--- src/rtl/comparator11_match.sv ---
// Masked equality comparator with registered/edge match outputs and unsigned ordering flags.
// Define COMPARATOR11_MATCH_COUNT_EN to build the saturating match_rise event counter.
module comparator11_match #(
  parameter int WIDTH     = 11,
  parameter int CNT_WIDTH = 16
) (
  input  logic                 clk,
  input  logic                 rst,
  input  logic [WIDTH-1:0]     input_value,
  input  logic [WIDTH-1:0]     loaded_value,
  input  logic                 mask_load,
  input  logic [WIDTH-1:0]     mask_data,
  input  logic                 cnt_clr,
  output logic                 match,
  output logic                 match_q,
  output logic                 match_rise,
  output logic                 match_fall,
  output logic                 gt,
  output logic                 lt,
  output logic [CNT_WIDTH-1:0] match_count
);

  logic [WIDTH-1:0] r_mask;
  logic             r_match_q;
  logic             w_match;

  always_ff @(posedge clk) begin
    if (rst) begin
      r_mask <= '1;
    end else if (mask_load) begin
      r_mask <= mask_data;
    end
  end

  assign w_match = (((input_value ^ loaded_value) & r_mask) == '0);

  always_ff @(posedge clk) begin
    if (rst) begin
      r_match_q <= 1'b0;
    end else begin
      r_match_q <= w_match;
    end
  end

  assign match      = w_match;
  assign match_q    = r_match_q;
  assign match_rise = w_match & ~r_match_q;
  assign match_fall = ~w_match & r_match_q;
  // Ordering deliberately ignores the mask so boundary logic sees the true relation.
  assign gt         = (input_value > loaded_value);
  assign lt         = (input_value < loaded_value);

`ifdef COMPARATOR11_MATCH_COUNT_EN
  logic [CNT_WIDTH-1:0] r_count;

  always_ff @(posedge clk) begin
    if (rst) begin
      r_count <= '0;
    end else if (cnt_clr) begin
      r_count <= '0;
    end else if (match_rise && (r_count != '1)) begin
      r_count <= r_count + 1'b1;
    end
  end

  assign match_count = r_count;
`else
  logic w_unused_cnt_clr;

  assign w_unused_cnt_clr = cnt_clr;
  assign match_count      = '0;
`endif

endmodule

--- config.mk ---
export PLATFORM = sky130hd
export DESIGN_NAME = comparator11_match
export DESIGN_NICKNAME = d
export VERILOG_FILES = /design/src/rtl/comparator11_match.sv
export SDC_FILE = /design/constraint.sdc
export NUM_CORES = 1
export LEC_CHECK = 0
export BUFFER_PORTS_ARGS = -buffer_cell sky130_fd_sc_hd__buf_2
export CAP_MARGIN = 20
export CORE_MARGIN = 10
export CORE_UTILIZATION = 37
export CTS_CLUSTER_DIAMETER = 60
export DETAILED_ROUTE_END_ITERATION = 12
export GPL_TIMING_DRIVEN = 0
export MAX_ROUTING_LAYER = met4
export PLACE_DENSITY = 0.82
export SETUP_SLACK_MARGIN = 0.15
export SYNTH_ARGS = -nofsm -noshare
export SYNTH_HDL_FRONTEND = slang
export SYNTH_SLANG_ARGS = --single-unit
--- constraint.sdc ---
create_clock -name clk -period 1 [get_ports clk]
set_input_delay 0.05 -clock clk [delete_from_list [all_inputs] [get_ports clk]]
set_output_delay 0.05 -clock clk [all_outputs]
set_load 0.02 [all_outputs]
==> results of run 1 <==
==> synthesized netlist by cell type (all sizes together) (2+ instances only) <==
cell type and instances:
buf 17, inv 24, nor2 3, o21ai 2, o22ai 2, nand3 3, mux2i 9, dfxtp 12
a21oi 5, a221oi 2, clkbuf 2, ha 11, nand2 13, o211ai 2
==> worst max-delay path: stages (launching register included) <==
cell,delay (ns)
dfxtp_2,0.32
a222oi_1,0.35
nand3_2,0.18
buf_4,0.18
inv_2,0.05
buf_6,0.11
==> per-layer routing <==
layer / share of wire [%] / global-route usage [%] / vias up
met5: 0 / - / -
met4: 1.1 / 3.99 / 0
met3: 6.5 / 2.85 / 4
met2: 53 / 20.4 / 33
met1: 39 / 11.3 / 400
li1: - / - / 472
==> cell type report <==
| type | instances | area [µm²] | share of cell area (%) |
|---|---|---|---|
| Timing Repair Buffer | 47 | 374 | 22.6 |
| Clock buffer | 3 | 22.5 | 1.36 |
| Inverter | 24 | 123 | 7.40 |
| Buffer | 19 | 135 | 8.16 |
| Sequential cell | 12 | 243 | 14.7 |
| Multi-Input combinational cell | 74 | 724 | 43.7 |
| Tap cell | 28 | 35.0 | 2.11 |
==> per-stage QoR <==
step                area, µm²  std cells
floorplan                1170        129
global placement         1410        197
detailed placement       1410        197
CTS                      1590        205
global route             1660        207
finish                   1660        207
==> path summary, 6_finish.rpt <==
path                      startpoint                endpoint  slack, ns  cells past startpoint
max          r_mask[10]$_SDFFE_PP1P_                   match      -0.50                      5
min                     mask_data[8]  r_mask[8]$_SDFFE_PP1P_      0.007                      3
min reg2reg   r_mask[4]$_SDFFE_PP1P_  r_mask[4]$_SDFFE_PP1P_       0.50                      2
max reg2reg  r_mask[10]$_SDFFE_PP1P_      match_q$_SDFF_PP0_      -0.19                      4
==> sequential cells by signal (all words and copies together), names as in the netlist <==
name	count
r_mask	11
match_q	1
==> what timing repair did <==
| action | CTS | global route |
|---|---|---|
| hold buffers | 2 | 0 |
| endpoints found under the hold margin | 2 | 0 |
| pin swaps | 14 | 9 |
| buffers inserted | 3 | 2 |
| setup endpoints to repair | 7 | 7 |
| gates resized for setup | 33 | 12 |
==> power groups by stage <==
stage	clock network, µW	logic, µW	registers (µW)
2_1_floorplan	0	382	526
3_3_place_gp	0	517	530
3_5_place_dp	0	535	532
4_1_cts	276	615	523
5_1_grt	300	717	525
6_report	271	662	523
==> kinds of logic (layout without fill, tap and decap cells) <==
| group | after synthesis | in the layout | synth area share [%] |
|---|---|---|---|
| buffers and inverters | 43 | 93 | 24.8 |
| DFF | 12 | 12 | 26.5 |
| adders and majority gates | 11 | 11 | 15.2 |
| muxes | 9 | 9 | 9.93 |
| AOI/OAI and AO/OA | 17 | 17 | 12.6 |
| and+or+nand+nor | 21 | 21 | 10.6 |
| other | 1 | 16 | 0.413 |
==> flow_metrics.tcl, run 1 <==
set metrics [dict create \
    rows 17 \
    hold-worst-slack_ns 0.00706 \
    power.share.clock_pct 18.6 \
    synth.cell_area_um2 907 \
    dieArea_um2 4830 \
    grt.total_usage_pct 11.2 \
    yosysTopAreaCellShare_pct 26.5 \
    hp-class "in -> reg" \
    cp.required_ns 0.95 \
    vdd_drop_max_mv 1.11 \
    vias_per_cell 4.39 \
    routed_wl_um 2840 \
    status "finished with violations" \
    cts_buffer_depth 2 \
    synth-edff-count 0 \
    drt_iter0_markers 12 \
    worstSetupPathType "reg -> out" \
    nets 229 \
    io_pins 59 \
    core_um2 2280 \
    yosys-top-cells-area "dfxtp_1 26%, ha_1 15%, buf_4 14%" \
    crit_path_start_kind "register" \
    ys_seq_area_share_pct 26.5 \
    total_power_uw 1460 \
    firstDrtPassIters 4 \
    seq_power_share_pct 35.9 \
    utilization_pct 72.8 \
    switching_share_pct 31.9 \
    die_h_um 69.5 \
    antenna_found_initial 0 \
    preCtsSetupSlack_ns -0.531 \
    synth.yosys.warnings 0 \
    ys_ff_latch 12 \
    route.detailed.drc 0 \
    grt_pass1_vias 959 \
    num-fill-cells 168 \
    grt_max_degree 11 \
    rsz0062_at_grt "yes" \
    maxCapViolations 0 \
    avgRoutedWirePerCell_um 13.7 \
    clock_sinks 12 \
    cp_max_fo 3 \
    setup_ws_ns -0.500 \
    cts_buffers 3 \
    powerDensity_nw_per_um2 879 \
    die_w_um 69.5 \
    report.final.hold_viol_count 0 \
    drv_slew 0 \
    syn_area_per_cell_um2 7.96 \
    port_buffers 40 \
    endpoint_kind "primary output" \
    synth_top_area_cell "dfxtp_1" \
    arrival_ns 1.45 \
    syn_inst 114 \
    period_needed_ns 1.50 \
    max_freq_mhz 667 \
    gp_congestion 0.831 \
    violations "negative setup slack" \
    fin_tns_setup_ns -2.21 \
    vias 909 \
    clock_latency_ns 0.26 \
    cts_root_buf "clkbuf_4" \
    path_clk_slew_ns 0.06 \
    setup_violations 6 \
    p_sw_uw 465 \
    drive_gt1_share_pct 57.0 \
    htree_num_levels 1 \
    grt_overflow_total 0 \
    synth-async-reset-ratio_pct 0 \
    ant_nets 0 \
    start_util_pct 39.9 \
    finalClockSkew_ns 0.000825 \
    grt_pass1_wl_um 4450 \
    p_leak_uw 0.000848 \
    finalCritPeriodShare_pct 150 \
    syn_to_final_growth_pct 82.6 \
    cts_tree "yes" \
    hpwlAfterDp_um 2380 \
    synth_ff_type "dfxtp_1" \
    combPwrFrac_pct 45.5 \
    p_int_uw 991 \
    antennaDiodeCount 0 \
    synthDistinctLibCells 22 \
    final_cell_mix "22 x buf_4, 22 x buf_2, 17 x buf_6" \
]
(Power assumes the default switching activity.)
==> inputs of run 2 (changes only) <==
Settings changed: RECOVER_POWER from default to 100.
==> run 2 against run 1 <==
Effect of this change: the flow still finishes with violations (negative setup slack); non-clock buffer count did not move; utilization shrank 0.055 points; cell count stayed put; clock skew unchanged; critical path depth unchanged; fmax is the same; first-iteration DRC count stayed put; combinational power is essentially flat; clock-buffer cell count stayed put; hold slack stayed put; register-to-register slack barely moved.
==> flow_metrics.tcl, run 2 (synthesized netlist as in run 1, its figures left out) <==
set metrics [dict create \
    grt_pass1_wl_um 4450 \
    hpwlAfterDp_um 2380 \
    port_buffers 40 \
    finalCritPeriodShare_pct 150 \
    vias 909 \
    rows 17 \
    routed_wl_um 2840 \
    violations "negative setup slack" \
    maxCapViolations 0 \
    firstDrtPassIters 4 \
    cts_tree "yes" \
    cts_buffer_depth 2 \
    grt_overflow_total 0 \
    placed_cells 197 \
    placed_area_um2 1410 \
    fin_tns_setup_ns -2.20 \
    worstSetupPathType "reg -> out" \
    crit_path_start_kind "register" \
    grt.total_usage_pct 11.2 \
    arrival_ns 1.45 \
    htree_num_levels 1 \
    antenna_found_initial 0 \
    status "finished with violations" \
    cts_root_buf "clkbuf_4" \
    hp-class "in -> reg" \
    num-fill-cells 169 \
    start_util_pct 39.9 \
    io_pins 59 \
    die_h_um 69.5 \
    drv_slew 0 \
    core_um2 2280 \
    vdd_drop_max_mv 1.10 \
    clock_sinks 12 \
    avgRoutedWirePerCell_um 13.7 \
    final_cells 207 \
    syn_to_final_growth_pct 82.5 \
    cp_max_fo 3 \
    largest_reg_flops 11 \
    gp_congestion 0.831 \
    antennaDiodeCount 0 \
    endpoint_kind "primary output" \
    dieArea_um2 4830 \
    path_clk_slew_ns 0.06 \
    route.detailed.drc 0 \
    drt_iter0_markers 12 \
    p_leak_uw 0.000847 \
    clock_latency_ns 0.26 \
    period_needed_ns 1.50 \
    rsz0062_at_grt "yes" \
    total_power_uw 1460 \
    drive_gt1_share_pct 56.4 \
    setup_violations 6 \
    powerDensity_nw_per_um2 879 \
    nets 229 \
    cp.required_ns 0.95 \
    finalClockSkew_ns 0.000825 \
    max_freq_mhz 667 \
    fin_area_um2 1660 \
    ant_nets 0 \
    setup_ws_ns -0.500 \
    regMostFlops "r_mask" \
    grt_pass1_vias 959 \
    report.final.hold_viol_count 0 \
    final_cell_mix "22 x buf_4, 22 x buf_2, 17 x buf_6" \
    cts_buffers 3 \
    vias_per_cell 4.39 \
    die_w_um 69.5 \
    grt_max_degree 11 \
]
run 2: path summary, 6_finish.rpt:
| path | start | end | slack, ns | depth (start not counted) |
|---|---|---|---|---|
| hold / removal | mask_data[8] | r_mask[8]$_SDFFE_PP1P_ | 0.007 | 3 |
| setup reg to reg | r_mask[10]$_SDFFE_PP1P_ | match_q$_SDFF_PP0_ | -0.18 | 4 |
| setup / recovery | r_mask[10]$_SDFFE_PP1P_ | match | -0.50 | 5 |
| hold reg to reg | r_mask[4]$_SDFFE_PP1P_ | r_mask[4]$_SDFFE_PP1P_ | 0.50 | 2 |
run 2: layout make-up:
type                       count  area [µm²]  share of cell area, %
inverter                      24         123                   7.41
buffer                        19         135                   8.16
timing repair buffer          47         374                   22.6
tap                           28        35.0                   2.12
sequential                    12         241                   14.6
clock buffer                   3        22.5                   1.36
multi-input combinational     74         724                   43.8
run 2: power by group:
part	switching, µW	internal, µW
Sequential	16.9	506
Clock	132	139
Combinational	316	346
run 2: worst max-delay path, stage by stage, from the launching register on:
cell,delay [ns]
dfxtp_2,0.32
a222oi_1,0.35
nand3_2,0.18
buf_4,0.18
inv_2,0.05
buf_6,0.11
run 2: layer usage:
layer	global-route usage [%]	vias up	routed length (µm)
met5	-	-	0
met4	3.99	0	31
met3	2.85	4	184
met2	20.4	33	1510
met1	11.3	400	1120
li1	-	472	-
run 2: repair_timing:
item,CTS,global route
setup endpoints to repair,7,7
setup buffers,3,2
hold endpoints to repair,2,0
gates resized for setup,33,12
hold buffers,2,0
pin swaps,14,9
run 2: metrics by stage:
stage          util, %  setup slack [ns]  hold slack [ns]
2_1_floorplan        -            -0.216            0.122
3_3_place_gp      61.8            -0.507            0.222
3_5_place_dp      61.8            -0.531            0.231
4_1_cts           70.0            -0.512          0.00458
5_1_grt           72.7            -0.582           0.0164
6_report          72.7            -0.500          0.00706
